`src/rtl/player_action_seq_pkg.sv`:
```
// Shared state codes, widths and default action lengths for player_action_seq.
// Durations must stay consistent with the renderer's startup/pullback frames.
package player_action_seq_pkg;

    localparam int STATE_DEPTH        = 3;
    localparam int SPRITE_INDEX_DEPTH = 5;

    localparam int WALK_CYCLE_DEF     = 24;
    localparam int GRAB_DURATION_DEF  = 20;
    localparam int KICK_DURATION_DEF  = 16;

    typedef enum logic [STATE_DEPTH-1:0] {
        NOTHING       = 3'd0,
        WALK_FORWARD  = 3'd1,
        WALK_BACKWARD = 3'd2,
        GRAB          = 3'd3,
        KICK          = 3'd4,
        BLOCK         = 3'd5,
        WIN           = 3'd6,
        LOSE          = 3'd7
    } act_state_t;

    // Last timer value for an animation of 'frames' frames,
    // clamped so it always fits a 'width'-bit timer.
    function automatic int last_frame(input int frames, input int width);
        int span;
        span = 1 << width;
        if (frames < 1) return 0;
        if (frames > span) return span - 1;
        return frames - 1;
    endfunction

    // Button priority: lose > win > kick > grab > block > walk.
    // Both walk directions at once cancel out to NOTHING.
    function automatic act_state_t pick_request(
        input logic lose,
        input logic win,
        input logic kick,
        input logic grab,
        input logic block,
        input logic fwd,
        input logic bwd
    );
        if (lose) return LOSE;
        if (win) return WIN;
        if (kick) return KICK;
        if (grab) return GRAB;
        if (block) return BLOCK;
        if (fwd && bwd) return NOTHING;
        if (fwd) return WALK_FORWARD;
        if (bwd) return WALK_BACKWARD;
        return NOTHING;
    endfunction

endpackage

```
`src/rtl/player_action_seq_action_timer_cnt.sv`:
```
// Frame-tick counter with sync clear and wrap/saturate at a terminal value.
// Used as the per-state animation timer of player_action_seq.
module action_timer_cnt #(
    parameter int W = 5
) (
    input  logic         clk,
    input  logic         reset,
    input  logic         tick,
    input  logic         clr,
    input  logic         wrap,
    input  logic [W-1:0] last,
    output logic [W-1:0] count
);

    // Advance once per tick; hold or wrap on reaching the terminal value.
    always_ff @(posedge clk or negedge reset) begin
        if (!reset) begin
            count <= '0;
        end else if (tick) begin
            if (clr) begin
                count <= '0;
            end else if (count >= last) begin
                count <= wrap ? '0 : count;
            end else begin
                count <= count + 1'b1;
            end
        end
    end

endmodule

```
`src/rtl/player_action_seq.sv`:
```
// Per-player animation state sequencer driving sprite state/timer inputs.
// Optional INPUT_BUFFER_EN keeps one kick/grab press made while busy.
module player_action_seq
    import player_action_seq_pkg::*;
#(
    parameter int WALK_CYCLE    = WALK_CYCLE_DEF,
    parameter int GRAB_DURATION = GRAB_DURATION_DEF,
    parameter int KICK_DURATION = KICK_DURATION_DEF
) (
    input  logic                          clk,
    input  logic                          reset,
    input  logic                          frame_tick,
    input  logic                          btn_forward,
    input  logic                          btn_backward,
    input  logic                          btn_grab,
    input  logic                          btn_kick,
    input  logic                          btn_block,
    input  logic                          game_win,
    input  logic                          game_lose,
    output logic [STATE_DEPTH-1:0]        state,
    output logic [SPRITE_INDEX_DEPTH-1:0] action_timer,
    output logic                          busy,
    output logic                          action_done
);

    localparam int TW = SPRITE_INDEX_DEPTH;

    localparam logic [TW-1:0] T_MAX     = '1;
    localparam logic [TW-1:0] WALK_LAST =
        TW'(last_frame(WALK_CYCLE, TW));
    localparam logic [TW-1:0] GRAB_LAST =
        TW'(last_frame(GRAB_DURATION, TW));
    localparam logic [TW-1:0] KICK_LAST =
        TW'(last_frame(KICK_DURATION, TW));

    act_state_t    state_q;
    act_state_t    state_nx;
    act_state_t    req;
    logic [TW-1:0] timer;
    logic [TW-1:0] last;
    logic          clr;
    logic          wrap;
    logic          done_nx;
    logic          done_q;
    logic          buf_valid;
    logic          buf_kick;

    assign req = pick_request(
        game_lose, game_win, btn_kick, btn_grab,
        btn_block, btn_forward, btn_backward
    );

    assign busy         = (state_q == GRAB) || (state_q == KICK);
    assign state        = state_q;
    assign action_timer = timer;
    assign action_done  = done_q;

    // Next state and timer mode; only takes effect on a frame tick.
    always_comb begin
        state_nx = state_q;
        clr      = 1'b0;
        wrap     = 1'b0;
        last     = T_MAX;
        done_nx  = 1'b0;
        unique case (state_q)
            WIN, LOSE: begin
            end
            GRAB, KICK: begin
                last = (state_q == GRAB) ? GRAB_LAST : KICK_LAST;
                if (game_lose || game_win) begin
                    // Round end aborts the move without a done pulse.
                    state_nx = req;
                    clr      = 1'b1;
                end else if (timer >= last) begin
                    done_nx = 1'b1;
                    clr     = 1'b1;
                    if (!buf_valid) begin
                        state_nx = req;
                    end else if (buf_kick) begin
                        state_nx = KICK;
                    end else begin
                        state_nx = GRAB;
                    end
                end
            end
            WALK_FORWARD, WALK_BACKWARD: begin
                wrap = 1'b1;
                last = WALK_LAST;
                if (req != state_q) begin
                    state_nx = req;
                    clr      = 1'b1;
                end
            end
            default: begin
                if (req != state_q) begin
                    state_nx = req;
                    clr      = 1'b1;
                end
            end
        endcase
    end

    // State register and one-clock completion pulse.
    always_ff @(posedge clk or negedge reset) begin
        if (!reset) begin
            state_q <= NOTHING;
            done_q  <= 1'b0;
        end else begin
            done_q <= frame_tick & done_nx;
            if (frame_tick) begin
                state_q <= state_nx;
            end
        end
    end

    action_timer_cnt #(
        .W(TW)
    ) u_timer (
        .clk  (clk),
        .reset(reset),
        .tick (frame_tick),
        .clr  (clr),
        .wrap (wrap),
        .last (last),
        .count(timer)
    );

`ifdef INPUT_BUFFER_EN
    logic kick_d;
    logic grab_d;
    logic kick_rise;
    logic grab_rise;
    logic consume;
    logic term_nx;

    assign kick_rise = btn_kick & ~kick_d;
    assign grab_rise = btn_grab & ~grab_d;
    assign consume   = frame_tick & done_nx;
    assign term_nx   = frame_tick &
        ((state_nx == WIN) || (state_nx == LOSE));

    // One-entry press buffer; newest press while busy wins.
    always_ff @(posedge clk or negedge reset) begin
        if (!reset) begin
            kick_d    <= 1'b0;
            grab_d    <= 1'b0;
            buf_valid <= 1'b0;
            buf_kick  <= 1'b0;
        end else begin
            kick_d <= btn_kick;
            grab_d <= btn_grab;
            if (consume || term_nx) begin
                buf_valid <= 1'b0;
            end else if (busy && (kick_rise || grab_rise)) begin
                buf_valid <= 1'b1;
                buf_kick  <= kick_rise;
            end
        end
    end
`else
    assign buf_valid = 1'b0;
    assign buf_kick  = 1'b0;
`endif

endmodule

```
`config.mk`:
```
export PLATFORM = sky130hd
export DESIGN_NAME = player_action_seq
export DESIGN_NICKNAME = d
export VERILOG_FILES = /design/src/rtl/player_action_seq_pkg.sv /design/src/rtl/player_action_seq_action_timer_cnt.sv /design/src/rtl/player_action_seq.sv
export SDC_FILE = /design/constraint.sdc
export NUM_CORES = 1
export LEC_CHECK = 0
export BUFFER_PORTS_ARGS = -buffer_cell sky130_fd_sc_hd__buf_2
export CORE_MARGIN = 2
export CORE_UTILIZATION = 50
export DETAILED_ROUTE_END_ITERATION = 8
export GPL_TIMING_DRIVEN = 0
export PLACE_DENSITY_LB_ADDON = 0.25
export SETUP_SLACK_MARGIN = 0.4
export SYNTH_ARGS = -nofsm -noshare
export SYNTH_HDL_FRONTEND = slang
export SYNTH_SLANG_ARGS = --single-unit
```
`constraint.sdc`:
```
create_clock -name clk -period 4.7 [get_ports clk]
set_input_delay 0.47 -clock clk [delete_from_list [all_inputs] [get_ports clk]]
set_output_delay 0.47 -clock clk [all_outputs]
set_load 0.03 [all_outputs]
```
==> metrics.csv, run 1 <==
metric,value,unit
Area after DPL,1050,sq um
Post-synth EDFFs,0,
Clock Path Buffers,2,
layout cells sized above 1,20.0,%
TritonRoute pass-1 iters,4,
CTS resizes,0,
Starting Density,53.4,%
clk sinks,9,
switching portion of total power,52.7,%
pre-CTS WS,1.77,ns
Detail Route Antenna Nets,0,
hold-fix buffer count after cts,0,
register-to-register setup slack,1.73,ns
crit-path max FO,10,
status,completed,
Total GRT Usage,21.2,%
PortBufs,18,
DP Wirelength,1730,um
setup ws final,1.73,ns
"Distinct cells, synth",39,
"most common cell after layout, fill and taps aside",buf_2,
max_cap viols,0,
setup TNS,0,ns
Post-synth top flop,dfrtp_1,
layout net count,157,
root buffer selected by CTS,clkbuf_4,
GRT overflow,0,
FF-to-FF path depth,9,
RePlAce Congestion,0.879,
Post-Syn Instances,118,
CTS tree,built,
synth warn,0,
worst skew pair latency,0.25,ns
wire per inst,13.3,um
drc violations,0,
FF-to-FF Start,state[0]$_DFFE_PN0P_,
"Avg Cell Area, Syn",7.90,sq um
LEAKAGE,0.000532,uW
Yosys reg bits,9,
CP Capture Point,u_timer.count[2]$_DFFE_PN0P_,
Layout area overhead,15.8,%
Clock Skews,0.00360,ns
startpoint types,register,
# Post-CTS Setup Buffers,0,
Tot Pwr,703,uW
Layout fillers,160,
FF-to-FF End,u_timer.count[2]$_DFFE_PN0P_,
endpoints failing hold,0,
largest net degree at the start of global routing,11,
Avg Vias per Cell,6.00,
slew margin rel.,59.0,%
CP required,4.84,ns
clock-pin slew on the worst setup and hold paths,0.06,ns
Net Sw Power,371,uW
combinational power share,68.7,%
sequential area share after synthesis,24.2,%
Final min period,2.97,ns
Crit. End Element,register,
setup violators final,0,
synthesized area,932,sq um
critical path type,register to register,
full die area,2230,sq um
Hold Path Class,primary input to asynchronous set/reset pin,
number of global-route vias before repair,799,
fraction of registers with async set/reset,100,%
Cell Pwr Density,651,nW/um^2
Peak supply drop,0.000307,V
Core Area,1750,sq um
worst slew pin tran,0.610,ns
CP startpoint,state[0]$_DFFE_PN0P_,
placed cells,161,
via count,990,
initial antenna violation count,0,
Rows,15,
Power Internal,333,uW
most frequent cells in the layout,"19 x buf_2, 12 x inv_1, 10 x nor2_1, 9 x nand2_1, 9 x dfrtp_1",
die height,47.2,um
# IOs,20,
period utilisation layout,63.1,%
Syn Nets,134,
Final Max Tran Viols,0,
Clock power frac,8.1,%
Max Clock Freq,337,MHz
initial DRC count,20,
first-pass GRT wire length,3430,um
Non-Filler Instances,165,
Max H-tree Level,1,
WL final,2200,um
Num CTS Buffers,3,
Register Area,225,sq um
CP Data Arrival Time,3.11,ns
chip width,47.2,um
multi-input logic area,646,sq um
RSZ-0062 raised after global routing,no,
antenna cells,0,
sequential share of power,23.1,%
post-route cell area,1080,sq um
==> critical path, cell delays in order, from the launching register on <==
cell and delay, ns:
dfrtp_1 0.39, clkbuf_1 0.21, or3b_2 0.50, inv_1 0.07, ha_1 0.24, and2_1 0.16
a311oi_1 0.54, nor2_1 0.18, a211o_1 0.35, a22o_1 0.21
==> registers in the layout, summed over array words and instances, names as in the netlist <==
signal and flops:
action_done 1, state 3, u_timer.count 5
==> metal layers <==
metal	share of wire [%]	GRT usage, %	wire (um)	vias up
met5	0	0	0	-
met4	0.91	2.78	20	0
met3	3.9	5.77	86	2
met2	50	37.0	1110	29
met1	45	26.9	980	467
li1	-	-	-	492
==> cells in the mapped netlist (3+ instances only) <==
master | n | area share, %
dfrtp_1 | 9 | 24
nand2_1 | 9 | 3.6
inv_1 | 12 | 4.8
nor2_1 | 10 | 4.0
a21o_1 | 4 | 3.2
a311oi_1 | 3 | 2.8
nand2b_1 | 4 | 2.7
nand4_1 | 4 | 2.7
a211oi_1 | 3 | 2.4
ha_1 | 6 | 8.1
a21oi_1 | 6 | 3.2
o21ai_0 | 4 | 2.1
nand3_1 | 6 | 3.2
nor3_1 | 4 | 2.1
clkbuf_1 | 3 | 1.2
==> power by group through the flow <==
stage | sequential (uW) | clock (uW) | combinational (uW)
after global placement | 161 | 0 | 463
after detailed placement | 163 | 0 | 478
after global routing | 167 | 63.2 | 533
final | 163 | 57.2 | 483
after floorplan | 214 | 0 | 307
after CTS | 162 | 59.7 | 479
==> cells by family after synthesis <==
family,after synthesis,synth area share [%]
xor gates and xnor gates,1,0.940
buffers and inverters,16,6.58
AOI/OAI and AO/OA,34,27.8
adders and majority gates,6,8.05
DFF,9,24.2
and+or+nand+nor,51,31.4
muxes,1,1.07
==> final cells by class <==
class	count	share of cell area, %
Buffer	4	1.51
Clock buffer	4	2.43
Multi-Input combinational cell	93	59.8
Timing Repair Buffer	18	8.34
Tap cell	25	2.90
Inverter	12	4.17
Sequential cell	9	20.9
==> worst min-delay path by stage <==
stage	startpoint	endpoint	slack (ns)	depth (start not counted)
after floorplan	reset	action_done$_DFF_PN0_	0.17	0
after global placement	reset	u_timer.count[1]$_DFFE_PN0P_	0.32	1
after detailed placement	reset	u_timer.count[1]$_DFFE_PN0P_	0.33	1
after CTS	reset	u_timer.count[1]$_DFFE_PN0P_	0.05	1
after global routing	reset	u_timer.count[2]$_DFFE_PN0P_	0.06	1
final	reset	u_timer.count[1]$_DFFE_PN0P_	0.05	1
==> per-stage QoR <==
stage / hold slack [ns] / utilization [%]
after floorplan: 0.174 / -
after global placement: 0.324 / 60.4
after detailed placement: 0.329 / 60.4
after CTS: 0.0506 / 61.9
after global routing: 0.0591 / 61.9
final: 0.0532 / 61.9
Power figures use the tool's default switching activity.
==> inputs of run 2 (changes only) <==
- ABC_AREA: unset -> 1
- clock period: 4.7 -> 2.8 ns (I/O delays scaled with it)
==> metrics.csv, run 2 <==
metric,value,unit,change
status,completed,,unchanged
via count,929,,was 990
most frequent cells in the layout,"41 x nand2_1, 18 x buf_2, 13 x nand4_1, 11 x inv_1, 9 x nand2_2",,"was 19 x buf_2, 12 x inv_1, 10 x nor2_1, 9 x nand2_1, 9 x dfrtp_1"
startpoint types,register,,unchanged
Layout area overhead,26.7,%,was 15.8%
Clock Skews,0.00296,ns,was 0.00360 ns
synth warn,0,,unchanged
full die area,2170,sq um,was 2230 sq um
max_cap viols,0,,unchanged
PortBufs,18,,unchanged
initial antenna violation count,0,,unchanged
Post-Syn Instances,134,,was 118
DP Wirelength,1520,um,was 1730 um
slew margin rel.,80.0,%,was 59.0%
largest register by flop count,u_timer.count,,unchanged
Detail Route Antenna Nets,0,,unchanged
Rows,15,,unchanged
Final min period,2.25,ns,was 2.97 ns
top-area cell type share of the netlist area,24.8,%,was 24.2%
Num CTS Buffers,3,,unchanged
fraction of registers with async set/reset,100,%,unchanged
Clock Path Buffers,2,,unchanged
root buffer selected by CTS,clkbuf_4,,unchanged
setup TNS,0,ns,unchanged
"Avg Cell Area, Syn",6.78,sq um,was 7.90 sq um
FF-to-FF Start,state[2]$_DFFE_PN0P_,,was state[0]$_DFFE_PN0P_
synthesized area,908,sq um,was 932 sq um
TritonRoute pass-1 iters,4,,unchanged
Hold Path Class,primary input to register,,was primary input to asynchronous set/reset pin
wire per inst,11.0,um,was 13.3 um
CP required,2.94,ns,was 4.84 ns
chip width,46.6,um,was 47.2 um
antenna cells,0,,unchanged
Cell Pwr Density,942,nW/um^2,was 651 nW/um^2
layout net count,178,,was 157
Total GRT Usage,20.1,%,was 21.2%
initial DRC count,17,,was 20
drc violations,0,,unchanged
largest net degree at the start of global routing,10,,was 11
worst hold start,frame_tick,,
"most common cell after layout, fill and taps aside",nand2_1,,was buf_2
CP Data Arrival Time,2.38,ns,was 3.11 ns
Peak supply drop,0.000863,V,was 0.000307 V
Yosys top cell by area,dfrtp_1,,unchanged
layout cells sized above 1,37.9,%,was 20.0%
hold endpoint,u_timer.count[3]$_DFFE_PN0P_,,
number of global-route vias before repair,779,,was 799
RSZ-0062 raised after global routing,no,,unchanged
first-pass GRT wire length,3190,um,was 3430 um
critical path type,register to register,,unchanged
Final Max Tran Viols,0,,unchanged
"Distinct cells, synth",21,,was 39
GRT overflow,0,,unchanged
Starting Density,52.6,%,was 53.4%
Syn Nets,150,,was 134
Hold Crit Depth,3,,
WL final,2050,um,was 2200 um
register-to-register setup slack,0.55,ns,was 1.73 ns
RePlAce Congestion,0.815,,was 0.879
setup violators final,0,,unchanged
sequential area share after synthesis,24.8,%,was 24.2%
Yosys reg bits,9,,unchanged
Post-synth top flop,dfrtp_1,,unchanged
Max Clock Freq,445,MHz,was 337 MHz
Synth top cells by count,"42 x nand2_1, 16 x inv_1, 13 x nand4_1",,"was 12 x inv_1, 10 x nor2_1, 9 x dfrtp_1, 9 x nand2_1"
FF-to-FF path depth,17,,was 9
Post-synth EDFFs,0,,unchanged
crit-path max FO,8,,was 10
die height,46.6,um,was 47.2 um
# IOs,20,,unchanged
clock-pin slew on the worst setup and hold paths,0.06,ns,about the same
Crit. End Element,register,,unchanged
worst slew pin tran,0.298,ns,was 0.610 ns
FF-to-FF End,u_timer.count[3]$_DFFE_PN0P_,,was u_timer.count[2]$_DFFE_PN0P_
most frequent cell after synthesis,nand2_1,,was inv_1
worst skew pair latency,0.25,ns,about the same
Max H-tree Level,1,,unchanged
Synth area leaders,"dfrtp_1 25%, nand2_1 17%, nand4_1 9.0%, ha_1 8.3%, inv_1 6.6%",,"was dfrtp_1 24%, ha_1 8.1%, inv_1 4.8%, nor2_1 4.0%, nand2_1 3.6%"
flip-flop count of the largest register after layout,5,,unchanged
LEAKAGE,0.000626,uW,was 0.000532 uW
Core Area,1730,sq um,was 1750 sq um
clk sinks,9,,unchanged
period utilisation layout,80.2,%,was 63.1%
CTS tree,built,,unchanged
post-layout util,66.7,%,was 61.9%
endpoints failing hold,0,,unchanged
Avg Vias per Cell,4.99,,was 6.00
[run 2: cell types whose count changed in the layout (fill, tap and decap cells not counted), moves of 6 or more]
cell / delta
nand2_1: +32
nand2_2: +9
nand4_1: +9
inv_2: +6
[run 2: final cells by class]
class	instances	area [sq um]
buffer	2	31.3
fill	176	576
multi-input combinational	104	626
timing repair buffer	23	130
tap	25	31.3
clock buffer	4	26.3
sequential	9	229
inverter	19	77.6
[run 2: critical path, cell delays in order, from the launching register on]
cell	delay, ns
dfrtp_2	0.40
buf_6	0.15
inv_6	0.07
a21oi_4	0.04
a21oi_4	0.17
inv_2	0.09
nor2_4	0.13
ha_4	0.21
nand2_1	0.08
clkinv_2	0.06
nand4_1	0.06
nand4_1	0.21
nand2_2	0.17
inv_2	0.04
nand3_2	0.06
nand2_2	0.08
nand2_1	0.07
nand2_1	0.05
[run 2: worst max-delay path by stage]
stage / start / end / slack (ns) / cells after the start
2_1_floorplan: state[2]$_DFFE_PN0P_ / u_timer.count[3]$_DFFE_PN0P_ / 0.41 / 17
3_3_place_gp: state[0]$_DFFE_PN0P_ / u_timer.count[2]$_DFFE_PN0P_ / 0.45 / 16
3_5_place_dp: state[0]$_DFFE_PN0P_ / u_timer.count[1]$_DFFE_PN0P_ / 0.40 / 16
4_1_cts: state[0]$_DFFE_PN0P_ / u_timer.count[2]$_DFFE_PN0P_ / 0.40 / 16
5_1_grt: state[2]$_DFFE_PN0P_ / u_timer.count[2]$_DFFE_PN0P_ / 0.39 / 17
6_report: state[2]$_DFFE_PN0P_ / u_timer.count[3]$_DFFE_PN0P_ / 0.55 / 17
[run 2: cell families after synthesis]
group           Yosys count  share of synthesized area, %
xor+xnor                  3                          2.89
flops                     9                          24.8
compound gates            7                          4.68
fa+ha+maj                 6                          8.26
simple gates             88                          48.5
buf+inv                  21                          10.9
[run 2: per-stage QoR]
stage | cell area [sq um] | power, uW | std cells | hold WS, ns | setup WS [ns]
2_1_floorplan | 943 | 774 | 134 | -0.0156 | 0.405
4_1_cts | 1100 | 1020 | 182 | 0.301 | 0.402
5_1_grt | 1150 | 1180 | 186 | 0.310 | 0.386
3_5_place_dp | 1060 | 915 | 177 | 0.137 | 0.397
3_3_place_gp | 1060 | 902 | 177 | 0.129 | 0.452
6_report | 1150 | 1080 | 186 | 0.309 | 0.554
[run 2: timing repair]
item | 4_1_cts | 5_1_grt
buffers inserted | 0 | 4
resized for setup | 0 | 5
hold endpoints to repair | 9 | 0
endpoints found under the setup margin | 5 | 5
hold buffers | 1 | 0
pin swaps | 2 | 3
[run 2: power by group]
part	switching [uW]	internal [uW]
clock network	38.3	54.5
registers	65.8	173
logic	483	269
[run 2: per-layer routing]
| layer | wire (um) | vias to the layer above | track usage (%) |
|---|---|---|---|
| met1 | 1020 | 413 | 28.9 |
| li1 | - | 492 | - |
| met5 | 0 | - | 0 |
| met3 | 83 | 0 | 2.35 |
| met2 | 943 | 24 | 30.0 |
| met4 | 0 | 0 | 8.89 |
==> inputs of run 3 (changes only) <==
- clock period: 2.8 -> 2.2 ns (I/O delays scaled with it)
==> metrics.csv, run 3 (synthesized netlist as in run 2, its figures left out) <==
metric,value,unit,change
antenna cells,0,,unchanged
setup violators final,0,,unchanged
register-to-register setup slack,0.16,ns,was 0.55 ns
placed cells,177,,unchanged
Starting Density,52.6,%,unchanged
multi-input logic area,647,sq um,was 626 sq um
Layout fillers,148,,was 176
critical path type,register to register,,unchanged
layer with the highest usage,met2,,unchanged
Rows,15,,unchanged
CTS tree,built,,unchanged
Max Clock Freq,490,MHz,was 445 MHz
biggest cell delay along the critical path,0.47,ns,was 0.40 ns
Max H-tree Level,1,,unchanged
Clock Path Buffers,2,,unchanged
status,completed,,unchanged
period utilisation layout,92.9,%,was 80.2%
first-pass GRT wire length,3440,um,was 3190 um
"most common cell after layout, fill and taps aside",nand2_1,,unchanged
Crit. End Element,register,,unchanged
layout net count,186,,was 178
Core Area,1730,sq um,unchanged
layout cells sized above 1,45.6,%,was 37.9%
Non-Filler Instances,194,,was 186
DP Wirelength,1560,um,was 1520 um
wire per inst,11.3,um,was 11.0 um
chip width,46.6,um,unchanged
largest net degree at the start of global routing,10,,unchanged
slew margin rel.,79.8,%,was 80.0%
LEAKAGE,0.000678,uW,was 0.000626 uW
die height,46.6,um,unchanged
TritonRoute pass-1 iters,4,,unchanged
CP startpoint,state[1]$_DFFE_PN0P_,,was state[2]$_DFFE_PN0P_
Layout area overhead,38.2,%,was 26.7%
via count,963,,was 929
crit-path max FO,6,,was 8
worst hold margin,0.236,ns,was 0.309 ns
"CP delay by family, top",simple AND/OR/NAND/NOR gates,,unchanged
Avg Vias per Cell,4.96,,was 4.99
clock-pin slew on the worst setup and hold paths,0.06,ns,about the same
RePlAce Congestion,0.817,,was 0.815
GRT overflow,0,,unchanged
worst path cell trace,inv_2 > a21oi_4 > a21oi_4 > inv_2 > nor2_2 > ha_1 > nand2_1 > clkinv_2 > nand4_1 > nand4_1 > nand2_2 > inv_2 > nand3_2 > nand2_4 > nand2_1 > nand2_1,,was buf_6 > inv_6 > a21oi_4 > a21oi_4 > inv_2 > nor2_4 > ha_4 > nand2_1 > clkinv_2 > nand4_1 > nand4_1 > nand2_2 > inv_2 > nand3_2 > nand2_2 > nand2_1 > nand2_1
drc violations,0,,unchanged
max_cap viols,0,,unchanged
PortBufs,18,,unchanged
worst hold start,frame_tick,,unchanged
Final min period,2.04,ns,was 2.25 ns
# IOs,20,,unchanged
FF-to-FF Start,state[1]$_DFFE_PN0P_,,was state[2]$_DFFE_PN0P_
worst skew pair latency,0.25,ns,about the same
Total GRT Usage,22.8,%,was 20.1%
met3 usage,2.35,%,unchanged
CP required,2.34,ns,was 2.94 ns
setup TNS,0,ns,unchanged
startpoint types,register,,unchanged
initial antenna violation count,0,,unchanged
full die area,2170,sq um,unchanged
WL final,2190,um,was 2050 um
largest register by flop count,u_timer.count,,unchanged
flip-flop count of the largest register after layout,5,,unchanged
initial DRC count,21,,was 17
most frequent cells in the layout,"39 x nand2_1, 18 x buf_2, 13 x nand4_1",,"was 41 x nand2_1, 18 x buf_2, 13 x nand4_1, 11 x inv_1, 9 x nand2_2"
Clock Skews,0.00603,ns,was 0.00296 ns
Peak supply drop,0.000960,V,was 0.000863 V
Register Area,229,sq um,unchanged
clk sinks,9,,unchanged
slowest CP cell,dfrtp_2,,unchanged
Final Max Tran Viols,0,,unchanged
CP Data Arrival Time,2.18,ns,was 2.38 ns
Num CTS Buffers,3,,unchanged
post-route cell area,1250,sq um,was 1150 sq um
GR Util met1,29.0,%,was 28.9%
number of global-route vias before repair,843,,was 779
Hold Path Class,primary input to register,,unchanged
Buf/Inv on CP,4,,was 5
met2 Use GR,38.6,%,was 30.0%
endpoints failing hold,0,,unchanged
worst slew pin tran,0.300,ns,was 0.298 ns
RSZ-0062 raised after global routing,yes,,was no
Detail Route Antenna Nets,0,,unchanged
Cell Pwr Density,1250,nW/um^2,was 942 nW/um^2
Area after DPL,1060,sq um,unchanged
root buffer selected by CTS,clkbuf_4,,unchanged
run 3: routing by layer:
| layer | vias up | wire length, um | part of all wire, % |
|---|---|---|---|
| met5 | - | 0 | 0 |
| met4 | 0 | 44 | 2.0 |
| met3 | 6 | 78 | 3.6 |
| met2 | 22 | 1060 | 48 |
| met1 | 426 | 1000 | 46 |
| li1 | 509 | - | - |
run 3: final cells by class:
cell class | instances | share of cell area (%)
Timing Repair Buffer | 31 | 16.7
Multi-Input combinational cell | 104 | 51.5
Clock buffer | 4 | 2.09
Sequential cell | 9 | 18.2
Inverter | 19 | 6.38
Buffer | 2 | 2.49
Tap cell | 25 | 2.49
run 3: timing repair:
action / in CTS / in global routing
pin swaps: 14 / 10
hold buffers: 1 / 0
endpoints found under the hold margin: 9 / 0
setup endpoints to repair: 8 / 8
setup buffers: 8 / 4
gates resized for setup: 7 / 10
run 3: worst paths after layout:
path | end | cells after the start
setup / recovery | u_timer.count[3]$_DFFE_PN0P_ | 16
hold / removal | action_done$_DFF_PN0_ | 3
setup reg to reg | u_timer.count[3]$_DFFE_PN0P_ | 16
hold reg to reg | u_timer.count[1]$_DFFE_PN0P_ | 2
max in group asynchronous | state[1]$_DFFE_PN0P_ | 2
min in group asynchronous | action_done$_DFF_PN0_ | 2
run 3: worst reg2reg max path: cells and delay by family (launching register included):
| kind | cells | cell delay (ns) |
|---|---|---|
| AND/OR/NAND/NOR | 9 | 0.72 |
| flip-flops | 1 | 0.47 |
| buffers and inverters | 4 | 0.27 |
| adder cells (fa/ha/maj) | 1 | 0.26 |
| AO/OA/AOI/OAI | 2 | 0.20 |
run 3: through the flow:
stage / total power, uW / setup slack [ns] / util (%)
after floorplan: 984 / -0.186 / -
after global placement: 1150 / -0.142 / 61.7
after detailed placement: 1170 / -0.172 / 61.7
after CTS: 1440 / 0.165 / 69.1
after global routing: 1700 / 0.0182 / 72.7
final: 1560 / 0.157 / 72.7
run 3: power by group:
group | switching, uW | leakage (uW) | internal (uW)
combinational | 667 | 0.000549 | 463
sequential | 93.2 | 0.000114 | 220
clock | 50.7 | 0.0000150 | 69.4
